--- src/rtl/multdiv_issue_ctrl.sv ---
// Issue/collect stage in front of multdiv: accepts one MULT/DIV request, pulses the
// start control, waits for resultRDY (with a watchdog) and returns the result with its tag.
module multdiv_issue_ctrl #(
  parameter int WIDTH   = 32,
  parameter int TAG_W   = 5,
  parameter int TIMEOUT = 64
) (
  input  logic             clock,
  input  logic             reset,
  input  logic             req_valid,
  output logic             req_ready,
  input  logic             req_op,
  input  logic [WIDTH-1:0] req_a,
  input  logic [WIDTH-1:0] req_b,
  input  logic [TAG_W-1:0] req_tag,
  output logic [WIDTH-1:0] md_operandA,
  output logic [WIDTH-1:0] md_operandB,
  output logic             md_ctrl_MULT,
  output logic             md_ctrl_DIV,
  input  logic [WIDTH-1:0] md_result,
  input  logic             md_exception,
  input  logic             md_resultRDY,
  output logic             rsp_valid,
  input  logic             rsp_ready,
  output logic [WIDTH-1:0] rsp_result,
  output logic             rsp_exception,
  output logic [TAG_W-1:0] rsp_tag,
  output logic             rsp_timeout,
  output logic             busy
);

  localparam int CNT_W = $clog2(TIMEOUT) + 1;
  localparam logic [CNT_W-1:0] CNT_LAST = CNT_W'(TIMEOUT - 1);

  localparam logic [1:0] IDLE  = 2'd0;
  localparam logic [1:0] START = 2'd1;
  localparam logic [1:0] WAIT  = 2'd2;
  localparam logic [1:0] HOLD  = 2'd3;

  logic [1:0]       state_q, state_d;
  logic [CNT_W-1:0] cnt_q, cnt_d;
  logic             op_q, op_d;
  logic [TAG_W-1:0] tag_q, tag_d;
  logic [WIDTH-1:0] opa_q, opa_d;
  logic [WIDTH-1:0] opb_q, opb_d;
  logic             mult_q, mult_d;
  logic             div_q, div_d;
  logic             rsp_valid_q, rsp_valid_d;
  logic [WIDTH-1:0] rsp_result_q, rsp_result_d;
  logic             rsp_exc_q, rsp_exc_d;
  logic [TAG_W-1:0] rsp_tag_q, rsp_tag_d;
  logic             rsp_to_q, rsp_to_d;

  assign req_ready = (state_q == IDLE) & reset;

  always_comb begin
    state_d      = state_q;
    cnt_d        = cnt_q;
    op_d         = op_q;
    tag_d        = tag_q;
    opa_d        = opa_q;
    opb_d        = opb_q;
    mult_d       = 1'b0;
    div_d        = 1'b0;
    rsp_valid_d  = rsp_valid_q;
    rsp_result_d = rsp_result_q;
    rsp_exc_d    = rsp_exc_q;
    rsp_tag_d    = rsp_tag_q;
    rsp_to_d     = rsp_to_q;

    case (state_q)
      IDLE: begin
        if (req_valid && req_ready) begin
          opa_d   = req_a;
          opb_d   = req_b;
          op_d    = req_op;
          tag_d   = req_tag;
          // Start pulse is registered here so it is high exactly for the START cycle.
          mult_d  = ~req_op;
          div_d   = req_op;
          state_d = START;
        end
      end
      START: begin
        cnt_d   = '0;
        state_d = WAIT;
      end
      WAIT: begin
        cnt_d = cnt_q + 1'b1;
        // A result arriving on the last watchdog cycle still counts as a normal completion.
        if (md_resultRDY) begin
          rsp_result_d = md_result;
          rsp_exc_d    = md_exception;
          rsp_tag_d    = tag_q;
          rsp_to_d     = 1'b0;
          rsp_valid_d  = 1'b1;
          state_d      = HOLD;
        end else if (cnt_q == CNT_LAST) begin
          rsp_result_d = '0;
          rsp_exc_d    = 1'b1;
          rsp_tag_d    = tag_q;
          rsp_to_d     = 1'b1;
          rsp_valid_d  = 1'b1;
          state_d      = HOLD;
        end
      end
      HOLD: begin
        if (rsp_ready) begin
          rsp_valid_d = 1'b0;
          state_d     = IDLE;
        end
      end
      default: state_d = IDLE;
    endcase
  end

  always_ff @(posedge clock) begin
    if (!reset) begin
      state_q      <= IDLE;
      cnt_q        <= '0;
      op_q         <= 1'b0;
      tag_q        <= '0;
      opa_q        <= '0;
      opb_q        <= '0;
      mult_q       <= 1'b0;
      div_q        <= 1'b0;
      rsp_valid_q  <= 1'b0;
      rsp_result_q <= '0;
      rsp_exc_q    <= 1'b0;
      rsp_tag_q    <= '0;
      rsp_to_q     <= 1'b0;
    end else begin
      state_q      <= state_d;
      cnt_q        <= cnt_d;
      op_q         <= op_d;
      tag_q        <= tag_d;
      opa_q        <= opa_d;
      opb_q        <= opb_d;
      mult_q       <= mult_d;
      div_q        <= div_d;
      rsp_valid_q  <= rsp_valid_d;
      rsp_result_q <= rsp_result_d;
      rsp_exc_q    <= rsp_exc_d;
      rsp_tag_q    <= rsp_tag_d;
      rsp_to_q     <= rsp_to_d;
    end
  end

  assign md_operandA   = opa_q;
  assign md_operandB   = opb_q;
  assign md_ctrl_MULT  = mult_q;
  assign md_ctrl_DIV   = div_q;
  assign rsp_valid     = rsp_valid_q;
  assign rsp_result    = rsp_result_q;
  assign rsp_exception = rsp_exc_q;
  assign rsp_tag       = rsp_tag_q;
  assign rsp_timeout   = rsp_to_q;
  assign busy          = (state_q != IDLE);

endmodule

--- config.mk ---
export PLATFORM = sky130hd
export DESIGN_NAME = multdiv_issue_ctrl
export DESIGN_NICKNAME = d
export VERILOG_FILES = /design/src/rtl/multdiv_issue_ctrl.sv
export SDC_FILE = /design/constraint.sdc
export NUM_CORES = 1
export LEC_CHECK = 0
export CORE_MARGIN = 5
export CORE_UTILIZATION = 43
export DETAILED_ROUTE_END_ITERATION = 10
export PLACE_DENSITY = 0.86
export SYNTH_ARGS = -nofsm -noshare
export SYNTH_HDL_FRONTEND = slang
export SYNTH_SLANG_ARGS = --single-unit
--- constraint.sdc ---
create_clock -name clock -period 3.59 [get_ports clock]
set_input_delay 0.718 -clock clock [delete_from_list [all_inputs] [get_ports clock]]
set_output_delay 0.718 -clock clock [all_outputs]
set_load 0.02 [all_outputs]
==> reports/metrics.yaml <==
io_pins: 216
status: "finished clean"
holdBufCountCts: 0
cp-start-kind: "flop"
cp-end-kind: "output port"
drc: 0
final_common_cell: "clkdlybuf4s50_1"
postRouteAntennaNets: 0
cp.required_ps: 2870
nNetsFinal: 784
num_rows: 36
die_width_um: 109
via_count: 3915
initial_utilization_pct: 43.5
dp_hpwl_um: 8520
peakVddDrop_mv: 0.322
period_share_pct: 74.3
overflow: 0
finalWorstPathRequiredPeriod_ps: 2670
worstPathArrival_ps: 1950
syn_area_per_cell_sq_um: 8.94
finClkSkew_ps: 9.23
finalMaxSlewViolations: 0
drive_gt1_share_pct: 4.99
grt_antenna_before_repair: 0
mostFrequentLayoutCells: "clkdlybuf4s50_1 (214), nand2_1 (154), dfxtp_1 (120)"
n_fill_cell: 712
p_leak_uw: 0.00260
die-area_sq_mm: 0.0118
grt_pass1_vias: 3887
ctsHtreeMaxLevel: 4
rsz0062_at_grt: "no"
io_buffers: 215
wl_per_cell_um: 14.7
p_total_uw: 4530
max_freq_mhz: 375
power_density_mw_per_mm2: 656
synth_area_sq_mm: 0.00419
cts_sinks: 120
viasPerCell: 4.80
startpoint: "state_q[0]"
coreArea_sq_mm: 0.00964
fin_ws_ps: 922
holdCritPathClass: "reg2reg"
clkLatencyLatePin_ps: 500
clockBufferDepth: 2
rr_startpoint: "state_q[0]"
wl_um: 12000
reg2reg_to: "md_operandB[0]"
ys_seq_area_share_pct: 57.3
setup_viol: 0
diodes: 0
cts_root_buf: "clkbuf_8"
finalHoldViolCount: 0
grt_pass1_wl_um: 18600
reg2reg_depth: 5
postCtsSetupBuffers: 0
cts.clk_slew.worst_paths_ps: 50
die_y_um: 109
cap_violations: 0
grt_max_degree: 74
path_class: "reg2out"
worst_pin_slew_ps: 649
regToRegSetupSlack_ps: 1620
ys_warn_count: 0
synthDistinctLibCells: 32
endpoint: "req_ready"
slew_headroom_pct: 56.7
track_usage_pct: 20.2
netlist_instances: 469
tns_ps: 0
area_growth_pct: 64.6
drtIter0Drc: 145
crit_path_max_fanout: 4
cts_tree: "built"
cts_buffers: 17
syn-num-nets: 582
pre_cts_ws_ps: 1010
routabilityCongestion: 0.731
ctsResizeCount: 0
dr.pass1.iters: 4
ys_seq_elements: 120
worst min-delay path by stage:
stage / endpoint / slack, ps / cells after the start / startpoint
finish: md_operandA[12] / 450 / 2 / md_operandA[12]
global route: md_operandB[5] / 470 / 2 / md_operandB[5]
CTS: md_operandA[6] / 450 / 2 / md_operandA[6]
detailed placement: md_operandA[6] / 440 / 2 / md_operandA[6]
global placement: rsp_exception / 430 / 2 / rsp_exception
floorplan: rsp_tag[0] / 440 / 2 / tag_q[0]
where the power goes:
part,internal [uW],switching (uW)
clock,940,557
combinational,630,704
sequential,1570,122
critical path, stage by stage (launching register included):
cell and delay (ps):
dfxtp_1 320, inv_1 120, ha_1 260, and2_1 150, clkdlybuf4s50_1 600
per-layer routing:
metal / up-vias / GRT usage [%] / wire, um
li1: 1974 / - / -
met1: 1786 / 21.8 / 4620
met2: 141 / 35.1 / 6190
met3: 14 / 8.53 / 966
met4: 0 / 7.66 / 195
met5: - / 0 / 0
logic make-up after synthesis:
group / synth area share (%)
compound gates: 17.7
xor+xnor: 0.627
fa+ha+maj: 1.49
buf+inv: 4.74
flops: 57.3
mux: 1.43
simple gates: 16.7
state kept, by name, summed over array words and instances, names as in the netlist, 2 cells and up:
| name | count |
|---|---|
| tag_q | 5 |
| rsp_result | 32 |
| md_operandB | 32 |
| state_q | 2 |
| rsp_tag | 5 |
| md_operandA | 32 |
| cnt_q | 7 |
cells in the mapped netlist:
master	count	area, sq um
clkbuf_1	17	63.8
o21a_4	1	15.0
nand2_1	154	578
o21ai_0	67	335
nand3_1	2	10.0
nor2_1	4	15.0
o31ai_1	1	7.51
and2_1	3	18.8
ha_1	5	62.6
o211ai_1	1	7.51
and4b_1	1	10.0
buf_6	3	33.8
buf_2	13	65.1
a31oi_1	1	6.26
a21boi_1	1	7.51
a22o_1	33	289
mux2i_1	6	60.1
clkbuf_2	2	10.0
nand3b_1	1	7.51
and3_1	2	12.5
nor2b_1	1	6.26
a21boi_0	1	7.51
inv_1	7	26.3
a21o_1	1	7.51
xor2_1	3	26.3
dfxtp_1	120	2400
a21oi_2	1	8.76
a21oi_1	4	20.0
or3_1	3	18.8
o21ai_1	6	30.0
nand4_1	3	18.8
nand2b_1	1	6.26
layout make-up:
type | instances | area (sq um) | area share (%)
timing repair buffer | 218 | 2180 | 31.6
clock inverter | 8 | 75.1 | 1.09
clock buffer | 22 | 453 | 6.56
inverter | 7 | 26.3 | 0.381
sequential | 120 | 2400 | 34.8
multi-input combinational | 307 | 1600 | 23.1
tap | 133 | 166 | 2.41
stage by stage:
step	hold slack (ps)	area (sq um)	utilization, %	std cells
6_report	448	6900	71.6	815
5_1_grt	472	6900	71.6	815
4_1_cts	451	6900	71.6	815
3_5_place_dp	441	6370	66.1	785
3_3_place_gp	433	6370	66.1	785
2_1_floorplan	438	4190	-	469
Note: power is estimated with default switching activity, not from simulation.
